## src/rtl/eth_rx_frame_parser.sv

```systemverilog
// eth_rx_frame_parser: byte-wide GMII RX header parser with payload+FCS forwarding and per-frame status
module eth_rx_frame_parser #(
  parameter int DATA_W = 8,
  parameter int PREAMBLE_LEN = 7,
  parameter int STRICT_PREAMBLE = 1,
  parameter int VLAN_EN = 1,
  parameter int MIN_DATA_LEN = 46,
  parameter int MAX_DATA_LEN = 1500,
  parameter int CRC_LEN = 4,
  parameter logic [7:0] PREAMBLE_BYTE = 8'hAA,
  parameter logic [7:0] SFD_BYTE = 8'hAB,
  localparam int LEN_W = $clog2(MAX_DATA_LEN + CRC_LEN + 1)
) (
  input  logic              clk,
  input  logic              rst,
  input  logic              gmii_rx_dv,
  input  logic              gmii_rx_er,
  input  logic [DATA_W-1:0] gmii_rxd,
  output logic [47:0]       dst_mac,
  output logic [47:0]       src_mac,
  output logic [15:0]       ether_type,
  output logic              vlan_valid,
  output logic [15:0]       vlan_tci,
  output logic              hdr_valid,
  output logic              out_valid,
  output logic [DATA_W-1:0] out_data,
  output logic              out_last,
  output logic              out_err,
  output logic              frame_done,
  output logic [LEN_W-1:0]  frame_len,
  output logic [5:0]        frame_err
);
  localparam logic [7:0] PL = 8'(PREAMBLE_LEN);
  localparam logic [LEN_W-1:0] LMAX = LEN_W'(MAX_DATA_LEN + CRC_LEN);
  localparam logic [LEN_W-1:0] LMIN = LEN_W'(MIN_DATA_LEN + CRC_LEN);
  typedef enum logic [3:0] {IDLE, PRE, SFD, DST, SRC, ETYPE, VTCI, ETYPE2, PAYLOAD, DROP} state_t;
  state_t state_q, state_d;
  logic [7:0] cnt_q, cnt_d;
  logic prev_dv_q, prev_dv_d;
  logic [5:0] err_q, err_d;
  logic [LEN_W-1:0] len_q, len_d;
  logic [DATA_W-1:0] hold_q, hold_d, od_q, od_d;
  logic hold_v_q, hold_v_d;
  logic [95:0] mac_sh_q, mac_sh_d;
  logic [15:0] wd_sh_q, wd_sh_d, tci_sh_q, tci_sh_d;
  logic [47:0] dst_q, dst_d, src_q, src_d;
  logic [15:0] et_q, et_d, vtci_q, vtci_d;
  logic vv_q, vv_d, hdr_v_q, hdr_v_d, ov_q, ov_d, ol_q, ol_d, oe_q, oe_d, fd_q, fd_d;
  logic start, hdr_state;
  logic [7:0] pcnt, pinc;
  logic [15:0] hw;
  assign start = gmii_rx_dv & ~prev_dv_q;
  assign hdr_state = state_q inside {SFD, DST, SRC, ETYPE, VTCI, ETYPE2};
  // the first preamble byte is consumed in IDLE, so it counts from zero there
  assign pcnt = (state_q == IDLE) ? 8'd0 : cnt_q;
  assign pinc = pcnt + 8'd1;
  assign hw = {wd_sh_q[7:0], gmii_rxd};
  always_comb begin
    state_d = state_q;
    cnt_d = cnt_q;
    prev_dv_d = gmii_rx_dv;
    err_d = (state_q == IDLE && start) ? '0 : err_q;
    err_d[5] = err_d[5] | (gmii_rx_dv & gmii_rx_er & (state_q != IDLE | start));
    len_d = (state_q == IDLE && start) ? '0 : len_q;
    hold_d = hold_q;
    hold_v_d = hold_v_q;
    mac_sh_d = mac_sh_q;
    wd_sh_d = gmii_rx_dv ? hw : wd_sh_q;
    tci_sh_d = tci_sh_q;
    dst_d = dst_q;
    src_d = src_q;
    et_d = et_q;
    vv_d = vv_q;
    vtci_d = vtci_q;
    hdr_v_d = 1'b0;
    ov_d = 1'b0;
    ol_d = 1'b0;
    oe_d = 1'b0;
    fd_d = 1'b0;
    if (hdr_state && !gmii_rx_dv) begin
      err_d[2] = 1'b1;
      fd_d = 1'b1;
      state_d = IDLE;
      cnt_d = '0;
    end else begin
      case (state_q)
        IDLE, PRE: begin
          if (state_q == PRE || start) begin
            if (!gmii_rx_dv) begin
              err_d[0] = 1'b1;
              fd_d = 1'b1;
              state_d = IDLE;
              cnt_d = '0;
            end else if (gmii_rxd == PREAMBLE_BYTE) begin
              state_d = (pinc == PL) ? SFD : PRE;
              cnt_d = (pinc == PL) ? 8'd0 : pinc;
            end else if (gmii_rxd == SFD_BYTE && STRICT_PREAMBLE == 0 && pcnt != 8'd0) begin
              state_d = DST;
              cnt_d = '0;
            end else begin
              err_d[0] = 1'b1;
              state_d = DROP;
              cnt_d = '0;
            end
          end
        end
        SFD: begin
          err_d[1] = err_d[1] | (gmii_rxd != SFD_BYTE);
          state_d = (gmii_rxd == SFD_BYTE) ? DST : DROP;
          cnt_d = '0;
        end
        DST, SRC: begin
          mac_sh_d = {mac_sh_q[87:0], gmii_rxd};
          state_d = (cnt_q != 8'd5) ? state_q : (state_q == DST) ? SRC : ETYPE;
          cnt_d = (cnt_q == 8'd5) ? 8'd0 : cnt_q + 8'd1;
        end
        ETYPE, VTCI, ETYPE2: begin
          cnt_d = (cnt_q == 8'd0) ? 8'd1 : 8'd0;
          if (cnt_q != 8'd0) begin
            if (state_q == VTCI) begin
              tci_sh_d = hw;
              state_d = ETYPE2;
            end else if (state_q == ETYPE && VLAN_EN != 0 && hw == 16'h8100) begin
              state_d = VTCI;
            end else begin
              state_d = PAYLOAD;
              hdr_v_d = 1'b1;
              dst_d = mac_sh_q[95:48];
              src_d = mac_sh_q[47:0];
              et_d = hw;
              vv_d = state_q == ETYPE2;
              vtci_d = (state_q == ETYPE2) ? tci_sh_q : 16'h0000;
            end
          end
        end
        PAYLOAD: begin
          ov_d = hold_v_q;
          if (!gmii_rx_dv) begin
            err_d[3] = len_q < LMIN;
            ol_d = hold_v_q;
            oe_d = hold_v_q & (|err_d);
            fd_d = 1'b1;
            hold_v_d = 1'b0;
            state_d = IDLE;
          end else if (len_q == LMAX) begin
            err_d[4] = 1'b1;
            ol_d = hold_v_q;
            oe_d = hold_v_q;
            hold_v_d = 1'b0;
            state_d = DROP;
          end else begin
            hold_d = gmii_rxd;
            hold_v_d = 1'b1;
            len_d = len_q + 1'b1;
          end
        end
        DROP: begin
          fd_d = ~gmii_rx_dv;
          state_d = gmii_rx_dv ? DROP : IDLE;
        end
        default: state_d = IDLE;
      endcase
    end
    od_d = ov_d ? hold_q : od_q;
  end
  always_ff @(posedge clk) begin
    if (rst) begin
      state_q <= IDLE;
      cnt_q <= '0;
      prev_dv_q <= 1'b1;
      err_q <= '0;
      len_q <= '0;
      hold_q <= '0;
      hold_v_q <= 1'b0;
      mac_sh_q <= '0;
      wd_sh_q <= '0;
      tci_sh_q <= '0;
      dst_q <= '0;
      src_q <= '0;
      et_q <= '0;
      vv_q <= 1'b0;
      vtci_q <= '0;
      hdr_v_q <= 1'b0;
      ov_q <= 1'b0;
      od_q <= '0;
      ol_q <= 1'b0;
      oe_q <= 1'b0;
      fd_q <= 1'b0;
    end else begin
      state_q <= state_d;
      cnt_q <= cnt_d;
      prev_dv_q <= prev_dv_d;
      err_q <= err_d;
      len_q <= len_d;
      hold_q <= hold_d;
      hold_v_q <= hold_v_d;
      mac_sh_q <= mac_sh_d;
      wd_sh_q <= wd_sh_d;
      tci_sh_q <= tci_sh_d;
      dst_q <= dst_d;
      src_q <= src_d;
      et_q <= et_d;
      vv_q <= vv_d;
      vtci_q <= vtci_d;
      hdr_v_q <= hdr_v_d;
      ov_q <= ov_d;
      od_q <= od_d;
      ol_q <= ol_d;
      oe_q <= oe_d;
      fd_q <= fd_d;
    end
  end
  assign dst_mac = dst_q;
  assign src_mac = src_q;
  assign ether_type = et_q;
  assign vlan_valid = vv_q;
  assign vlan_tci = vtci_q;
  assign hdr_valid = hdr_v_q;
  assign out_valid = ov_q;
  assign out_data = od_q;
  assign out_last = ol_q;
  assign out_err = oe_q;
  assign frame_done = fd_q;
  assign frame_len = len_q;
  assign frame_err = err_q;
endmodule
```

## config.mk

```make
export PLATFORM = sky130hd
export DESIGN_NAME = eth_rx_frame_parser
export DESIGN_NICKNAME = d
export VERILOG_FILES = /design/src/rtl/eth_rx_frame_parser.sv
export SDC_FILE = /design/constraint.sdc
export NUM_CORES = 1
export LEC_CHECK = 0
export ABC_CLOCK_PERIOD_IN_PS = 5600
export CORE_MARGIN = 1
export CORE_UTILIZATION = 60
export CTS_BUF_LIST = sky130_fd_sc_hd__clkbuf_8
export DETAILED_ROUTE_END_ITERATION = 8
export PLACE_DENSITY_LB_ADDON = 0.3
export SLEW_MARGIN = 20
export SYNTH_ARGS = -nofsm -noshare
export SYNTH_HDL_FRONTEND = slang
export SYNTH_SLANG_ARGS = --single-unit
```

## constraint.sdc

```tcl
create_clock -name clk -period 5.6 [get_ports clk]
set_clock_uncertainty 0.2 [all_clocks]
set_input_delay 1.12 -clock clk [delete_from_list [all_inputs] [get_ports clk]]
set_output_delay 1.12 -clock clk [all_outputs]
set_load 0.05 [all_outputs]
```

==> results.json, run 1 <==
{
  "ys_warn_count": 0,
  "hpwl_mm": 18.54,
  "area_delta_synth_final_pct": 22.44,
  "clock_sinks": 301,
  "max-slew-margin-rel_pct": 27.49,
  "timing.final.ws_setup_ps": 1949,
  "routabilityCongestion": 0.9138,
  "leakage_uw": 0.004796,
  "ys.flop_type": "dfxtp_1",
  "synth_xor_area_share_pct": 0.1499,
  "yosys-top-cells-count": "462 x nand2_1, 301 x dfxtp_1, 242 x a21oi_1",
  "cts_tree": "yes",
  "vias": 10495,
  "rsz0062_at_grt": "false",
  "cts-hold-fix-buffers": 0,
  "clk_latency_ps": 560,
  "whs_path_depth": 2,
  "syn_nets": 1447,
  "muxShareOfSynthArea_pct": 2.913,
  "path_cells": "clkdlybuf4s50_1 -> nor4_1 -> nand4b_1 -> o21ai_4 -> buf_4 -> nand2_1 -> a21oi_1",
  "yosys.cell_types.count": 79,
  "synth-adder-area-share_pct": 0.7495,
  "layout-drive-gt1-share_pct": 6.868,
  "ctsLongestPathBuffers": 3,
  "worstPathRequired_ps": 5870,
  "port_buffers": 170,
  "yosys.area_share.simple_pct": 23.50,
  "synth_top_family_by_area": "simple AND/OR/NAND/NOR gates",
  "synth_sequential_area_ratio_pct": 51.57,
  "syn-instance-count": 1428,
  "dieArea_um2": 20040,
  "r2r_cells": 9,
  "critPathSlowestCell": "buf_4",
  "cell_internal_pwr_uw": 3421,
  "post-place-ws_ps": 1457,
  "std_cell_rows": 50,
  "switching_share_pct": 29.23,
  "grt_pass1_vias": 9802,
  "cts-buffers-inserted": 46,
  "wl_mm": 29.71,
  "fin_nets": 1570,
  "yosysMostFrequentCell": "nand2_1",
  "synth_area_um2": 11680,
  "die_w_um": 141.6,
  "ant_nets": 0,
  "worst_pin_slew_ps": 1088,
  "startpoint_type": "input port",
  "peakVddDrop_uv": 207.1,
  "drtPass1Iterations": 5,
  "yosys-top-cells-area": "dfxtp_1 52%, nand2_1 15%, a21oi_1 10%",
  "synth_compound_area_share_pct": 16.60,
  "crit_fanout": 97,
  "crit_arrival_ps": 3920,
  "post-cts-setup-buffer-count": 0,
  "period_minus_slack_ps": 3651,
  "finalSetupViolCount": 0,
  "drc_errors": 0,
  "overflow": 0,
  "async_flop_share_pct": 0,
  "fin_worst_hold_slack_ps": 252.4,
  "yosysTopAreaCell": "dfxtp_1",
  "fin_crit_sh_pct": 65.20,
  "wl_per_cell_um": 16.09,
  "pin_count": 171,
  "synth.avg_cell_area_um2": 8.183,
  "die_h_um": 141.6,
  "synth_edf_count": 0,
  "clkTransAtPathRegs_ps": 60,
  "clock-root-buffer": "clkbuf_8",
  "initial_core_util_pct": 61.85,
  "diodes": 0,
  "p_sw_uw": 1413,
  "grt_max_degree": 106,
  "tns_ps": 0,
  "drv_slew": 0,
  "h-tree-depth": 2,
  "track_usage_pct": 29.41,
  "path_class": "input port to flop",
  "post_cts_resized": 0,
  "finalHoldViolCount": 0,
  "power_density_nw_per_um2": 337.8,
  "hold_path_class": "flop to flop",
  "fp.coreArea_um2": 18890,
  "ys_seq_elements": 301,
  "pwr-share-clk_pct": 38.7,
  "antenna_found_initial": 0,
  "status": "completed",
  "end_kind": "flop",
  "synth_top_area_share_pct": 51.57,
  "grt_pass1_wl_mm": 48.03,
  "seqPwrFrac_pct": 47.3,
  "vias_per_cell": 5.682,
  "slowest_delay_ps": 790,
  "drt_iter0_drc": 896,
  "p_comb_share_pct": 14.0,
  "cap_violations": 0,
  "fmax_mhz": 273.9
}
layout make-up:
cell class	instances	area [um2]
clock buffers	61	839.6
fillers	1400	4586
inverters	7	26.28
well taps	260	325.3
clock inverters	23	133.9
flip-flops and latches	301	6026
repair buffers	179	1798
multi-input cells	1016	5159
cells in the final DEF, fill, tap and decap left out, types with 5 or more instances in the layout:
master	instances
nand2_1	461
clkinv_2	8
buf_4	7
dfxtp_1	301
inv_1	19
nand3_1	10
nor4_1	5
a22oi_1	16
o21ai_0	12
mux2i_1	34
nor2_1	74
o22ai_1	6
a211oi_1	7
or4_1	5
o211ai_1	9
or3_1	8
nor3_1	21
clkbuf_8	62
a21oi_1	242
ha_1	7
clkdlybuf4s50_1	169
registers in the layout, summed over array words and instances (netlist names), 4 cells and up:
name        count
ether_type     16
out_data        8
frame_len      11
frame_err       6
mac_sh_q       96
dst_mac        48
hold_q          8
tci_sh_q       16
cnt_q           8
wd_sh_q         8
state_q         4
src_mac        48
vlan_tci       16
worst max-delay path, delay by kind of cell:
family                 cells  cell delay, ps
buffers and inverters      2            1410
AO/OA/AOI/OAI              2             450
AND/OR/NAND/NOR            3             870
kinds of logic after synthesis:
logic type,after synthesis
AOI/OAI and AO/OA,335
xor gates and xnor gates,2
adders and majority gates,7
buffers and inverters,111
DFF,301
muxes,34
and+or+nand+nor,638
stage by stage:
stage / total power (uW) / instances / util, % / area (um2)
floorplan: 2835 / 1428 / - / 11690
global placement: 2983 / 1763 / 70.58 / 13330
detailed placement: 2997 / 1763 / 70.58 / 13330
CTS: 4857 / 1847 / 75.73 / 14310
global route: 5027 / 1847 / 75.73 / 14310
finish: 4833 / 1847 / 75.73 / 14310
worst paths after layout:
check	slack (ps)	start	end
setup / recovery	1950	gmii_rxd[5]	dst_mac[20]
hold / removal	250	src_mac[38]	src_mac[38]
setup reg to reg	2160	state_q[0]	state_q[0]
hold reg to reg	250	src_mac[38]	src_mac[38]
power by group through the flow:
stage / Clock, uW / Combinational (uW) / Sequential (uW)
2_1_floorplan: 0 / 522 / 2310
3_3_place_gp: 0 / 656 / 2330
3_5_place_dp: 0 / 668 / 2330
4_1_cts: 1900 / 672 / 2280
5_1_grt: 2000 / 734 / 2290
6_report: 1870 / 677 / 2290
per-layer routing:
metal	track usage [%]	part of all wire (%)	routed length, um
met1	37.29	43	12630
met5	0	0	0
met2	48.92	48	14260
met3	5.670	6.4	1904
met4	12.68	3.1	918
Note: power is estimated with default switching activity, not from simulation.
==> run 2, diff against run 1 <==
--- a/config.mk
+++ b/config.mk
@@ -5,9 +5,9 @@
 export SDC_FILE = /design/constraint.sdc
 export NUM_CORES = 1
 export LEC_CHECK = 0
-export ABC_CLOCK_PERIOD_IN_PS = 5600
+export ABC_CLOCK_PERIOD_IN_PS = 3400
 export CORE_MARGIN = 1
-export CORE_UTILIZATION = 60
+export CORE_UTILIZATION = 56
 export CTS_BUF_LIST = sky130_fd_sc_hd__clkbuf_8
 export DETAILED_ROUTE_END_ITERATION = 8
 export PLACE_DENSITY_LB_ADDON = 0.3
==> constraint.sdc (replaced) <==
create_clock -name clk -period 3.4 [get_ports clk]
set_clock_uncertainty 0.2 [all_clocks]
set_input_delay 0.68 -clock clk [delete_from_list [all_inputs] [get_ports clk]]
set_output_delay 0.68 -clock clk [all_outputs]
set_load 0.05 [all_outputs]
==> results.json, run 2 (synthesis results as in run 1) <==
{
  "status": "completed",
  "clkTransAtPathRegs_ps": 60,
  "pin_count": 171,
  "clock-root-buffer": "clkbuf_8",
  "r2r_setup_slack_ps": 570,
  "fp.coreArea_um2": 20360,
  "h-tree-depth": 2,
  "drt_iter0_drc": 887,
  "crit_fanout": 11,
  "routabilityCongestion": 0.9683,
  "startpoint_type": "flop",
  "fillers": 1630,
  "fmax_mhz": 342.0,
  "final_common_cell": "nand2_1",
  "end_kind": "output port",
  "hold_path_class": "flop to flop",
  "rr_startpoint": "state_q[3]",
  "wl_per_cell_um": 16.18,
  "drv_slew": 0,
  "vias_per_cell": 5.562,
  "cts-hold-fix-buffers": 0,
  "cap_violations": 0,
  "clk_latency_ps": 560,
  "crit_arrival_ps": 2040,
  "path_cells": "clkdlybuf4s50_1",
  "place_inst": 1803,
  "whs_path_depth": 2,
  "std_cell_rows": 52,
  "die_h_um": 146.5,
  "seqCellArea_um2": 6026,
  "slowest_delay_ps": 890,
  "initial_core_util_pct": 57.38,
  "port_buffers": 170,
  "period_minus_slack_ps": 2924,
  "worstPathBufferInverterCount": 1,
  "path_class": "flop to output port",
  "finalSetupViolCount": 0,
  "diodes": 0,
  "overflow": 0,
  "die_w_um": 146.5,
  "worst_pin_slew_ps": 1018,
  "drc_errors": 0,
  "ctsLongestPathBuffers": 3,
  "worstPathRequired_ps": 2520,
  "cts_tree": "yes",
  "finalHoldViolCount": 0,
  "fin_nets": 1602,
  "multi_input_area_um2": 5159,
  "post_cts_resized": 0,
  "vias": 10518,
  "post-place-ws_ps": 241.7,
  "post-cts-setup-buffer-count": 0,
  "wl_mm": 30.61,
  "largest_reg_flops": 96,
  "cts-buffers-inserted": 48,
  "hpwl_mm": 19.75,
  "peakVddDrop_uv": 396.2,
  "track_usage_pct": 28.03,
  "grt_pass1_vias": 9829,
  "layout_common_cells": "461 x nand2_1, 301 x dfxtp_1, 242 x a21oi_1, 169 x clkdlybuf4s50_1, 74 x nor2_1",
  "drtPass1Iterations": 5,
  "rsz0062_at_grt": "false",
  "max-slew-margin-rel_pct": 32.12,
  "critPathSlowestCell": "clkdlybuf4s50_1",
  "cpLargestDelayFamily": "buffers and inverters",
  "holdPathEnd": "dst_mac[31]",
  "r2r_cells": 11,
  "grt_pass1_wl_mm": 49.13,
  "layout-drive-gt1-share_pct": 8.390,
  "timing.rr.end": "cnt_q[0]",
  "ant_nets": 0,
  "clock_sinks": 301,
  "hold_start": "mac_sh_q[79]",
  "fin_crit_sh_pct": 86.00,
  "grt_max_degree": 106,
  "area_delta_synth_final_pct": 25.01,
  "power_density_nw_per_um2": 553.3,
  "timing.final.ws_setup_ps": 476.2,
  "tns_ps": 0,
  "dieArea_um2": 21450,
  "top_register": "mac_sh_q",
  "leakage_uw": 0.004990,
  "antenna_found_initial": 0,
  "finalNonFillerCells": 1891
}
==> run 2: cell count changes in the layout (fill, tap and decap cells not counted), moves of 2 or more <==
cell,before,now
buf_12,2,7
buf_4,7,32
clkinv_2,8,6
inv_1,19,26
==> run 2: through the flow <==
step	total power (uW)	hold WS [ps]	util, %	instance area [um2]
floorplan	4669	232.1	-	11690
global placement	5047	241.9	66.95	13630
detailed placement	5057	246.2	66.95	13630
CTS	8094	253.7	71.73	14610
global route	8406	262.7	71.73	14610
finish	8082	248.1	71.73	14610
==> run 2: worst max path at each step <==
stage	cells past startpoint	end	slack [ps]	start
6_report	1	frame_len[3]	480	frame_len[3]
5_1_grt	9	state_q[0]	370	state_q[3]
4_1_cts	1	frame_len[3]	480	frame_len[3]
3_5_place_dp	6	frame_len[9]	240	gmii_rx_dv
3_3_place_gp	6	frame_len[9]	310	gmii_rx_dv
2_1_floorplan	12	state_q[0]	530	state_q[3]
==> run 2: power breakdown <==
part / leakage, uW / internal, uW / switching (uW) / total (uW)
sequential: 0.00243 / 3610 / 102 / 3720
clock: 0.000575 / 1670 / 1390 / 3060
combinational: 0.00199 / 421 / 883 / 1300
==> run 2: area by class of cell <==
class | count | share of cell area, %
inverter | 7 | 0.1799
clock buffer | 60 | 5.653
sequential | 301 | 41.25
tap | 270 | 2.313
clock inverter | 28 | 1.011
multi-input combinational | 1016 | 35.31
timing repair buffer | 209 | 14.28
==> run 2: metal layers <==
layer  routed length, um  vias to the layer above  GRT usage [%]
li1                    -                     5145              -
met1               13310                     4956          36.02
met2               14770                      357          47.24
met3                1799                       60          4.688
met4                 729                        0          10.47
met5                   0                        -              0
==> run 3, diff against run 2 <==
--- a/config.mk
+++ b/config.mk
@@ -5,6 +5,7 @@
 export SDC_FILE = /design/constraint.sdc
 export NUM_CORES = 1
 export LEC_CHECK = 0
+export ABC_AREA = 1
 export ABC_CLOCK_PERIOD_IN_PS = 3400
 export CORE_MARGIN = 1
 export CORE_UTILIZATION = 56
==> results.json, run 3 <==
{
  "cpLargestDelayFamily": "buffers and inverters",
  "tns_ps": 0,
  "synth_sequential_area_ratio_pct": 51.76,
  "yosys.cell_types.count": 39,
  "drc_errors": 0,
  "clk_latency_ps": 550,
  "period_minus_slack_ps": 2775,
  "end_kind": "output port",
  "post-place-ws_ps": 249.4,
  "path_class": "flop to output port",
  "antenna_found_initial": 0,
  "die_w_um": 146.2,
  "h-tree-depth": 2,
  "overflow": 0,
  "drtPass1Iterations": 5,
  "track_usage_pct": 25.36,
  "timing.final.ws_setup_ps": 625.2,
  "ctsLongestPathBuffers": 3,
  "yosys-top-cells-area": "dfxtp_1 52%, a21oi_1 8.4%, o21ai_0 8.3%",
  "worstPathRequired_ps": 2520,
  "fp.coreArea_um2": 20300,
  "fin_crit_sh_pct": 81.61,
  "post_cts_resized": 0,
  "ys_warn_count": 0,
  "synth_top_area_share_pct": 51.76,
  "max-slew-margin-rel_pct": 60.93,
  "die_h_um": 146.2,
  "routabilityCongestion": 0.8977,
  "grtUsageMet3_pct": 4.563,
  "path_cells": "clkdlybuf4s50_1",
  "cts_tree": "yes",
  "grt_pass1_vias": 9296,
  "wl_mm": 27.25,
  "layout_common_cells": "301 x dfxtp_1, 249 x nor2_1, 195 x a21oi_1, 193 x o21ai_0, 179 x inv_1",
  "leakage_uw": 0.005256,
  "ys_seq_elements": 301,
  "worst_pin_slew_ps": 584.2,
  "clock-root-buffer": "clkbuf_8",
  "post-cts-setup-buffer-count": 0,
  "ant_nets": 0,
  "yosysTopAreaCell": "dfxtp_1",
  "largest_reg_flops": 96,
  "syn_nets": 1528,
  "power_density_nw_per_um2": 480.2,
  "hpwl_mm": 18.37,
  "synth_area_um2": 11640,
  "placed_cell_area_um2": 13520,
  "syn-instance-count": 1509,
  "ys.flop_type": "dfxtp_1",
  "grtUsageMet1_pct": 35.03,
  "synth.avg_cell_area_um2": 7.715,
  "wl_per_cell_um": 13.85,
  "port_buffers": 170,
  "hold_path_class": "flop to flop",
  "crit_fanout": 8,
  "pin_count": 171,
  "grt_busiest_layer": "met2",
  "use_met2_pct": 40.26,
  "fin_area_um2": 14430,
  "yosys-top-cells-count": "301 x dfxtp_1, 249 x nor2_1, 195 x a21oi_1",
  "status": "completed",
  "slowest_delay_ps": 870,
  "cts-hold-fix-buffers": 0,
  "vias": 10267,
  "cts-buffers-inserted": 47,
  "top_register": "mac_sh_q",
  "layout-drive-gt1-share_pct": 6.890,
  "clock_sinks": 301,
  "fmax_mhz": 360.4,
  "peakVddDrop_uv": 299.9,
  "fin_nets": 1685,
  "diodes": 0,
  "critPathSlowestCell": "clkdlybuf4s50_1",
  "worstPathBufferInverterCount": 1,
  "crit_arrival_ps": 1890,
  "rsz0062_at_grt": "false",
  "fillers": 1676,
  "initial_core_util_pct": 57.35,
  "totalPowerFinal_uw": 6931,
  "grt_pass1_wl_mm": 45.15,
  "drv_slew": 0,
  "final_common_cell": "dfxtp_1",
  "yosysMostFrequentCell": "dfxtp_1",
  "area_delta_synth_final_pct": 23.97,
  "finalSetupViolCount": 0,
  "clkTransAtPathRegs_ps": 60,
  "cap_violations": 0,
  "finalHoldViolCount": 0,
  "vias_per_cell": 5.217,
  "async_flop_share_pct": 0,
  "startpoint_type": "flop",
  "grt_max_degree": 160,
  "drt_iter0_drc": 556,
  "dieArea_um2": 21370,
  "std_cell_rows": 52,
  "synth_edf_count": 0
}
==> run 3: cell types whose count changed after synthesis, moves of 9 or more <==
cell	change
a21oi_1	-47
a22oi_1	-15
clkbuf_1	-12
inv_1	+155
inv_2	+9
mux2i_1	-34
nand2_1	-324
nand3_1	+33
nand4_1	+13
nor2_1	+175
nor3_1	-10
o211ai_1	-9
o21ai_0	+181
o21ai_1	+42
==> run 3: area by class of cell <==
class                           count  area [um2]  share of cell area [%]
Timing Repair Buffer              197        1999                   13.85
Multi-Input combinational cell    946        4499                   31.17
Tap cell                          270       337.8                   2.341
Clock buffer                       57       784.5                   5.436
Clock inverter                     24       132.6                  0.9189
Inverter                          173       653.1                   4.525
Sequential cell                   301        6026                   41.75
==> run 3: cells by family after synthesis <==
group / after synthesis / share of synthesized area (%)
fa+ha+maj: 7 / 0.7522
xor+xnor: 6 / 0.4514
buf+inv: 262 / 9.597
flops: 301 / 51.76
compound gates: 453 / 20.09
simple gates: 480 / 17.36
==> run 3: stage by stage <==
step / util [%] / hold WS (ps) / cells
2_1_floorplan: - / 237.9 / 1509
3_5_place_dp: 66.58 / 236.0 / 1887
4_1_cts: 71.10 / 246.0 / 1968
6_report: 71.10 / 244.7 / 1968
3_3_place_gp: 66.58 / 233.1 / 1887
5_1_grt: 71.10 / 264.5 / 1968
==> run 3: final timing paths <==
kind                              startpoint            to  slack, ps  cells past startpoint
worst min register to register   dst_mac[17]   dst_mac[17]        240                      2
worst max register to register    state_q[0]    state_q[1]        900                     15
worst min-delay path             dst_mac[17]   dst_mac[17]        240                      2
worst max-delay path            frame_len[3]  frame_len[3]        630                      1
==> run 3: per-layer routing <==
layer  part of all wire, %  up-vias
met5                     0        -
met4                   1.9        0
met3                   5.6       48
met2                    46      312
met1                    46     4660
li1                      -     5247
==> run 3: report_power, final <==
group | total, uW | switching, uW | internal (uW)
Sequential | 3600 | 41.6 | 3560
Clock | 2910 | 1330 | 1590
Combinational | 415 | 286 | 129
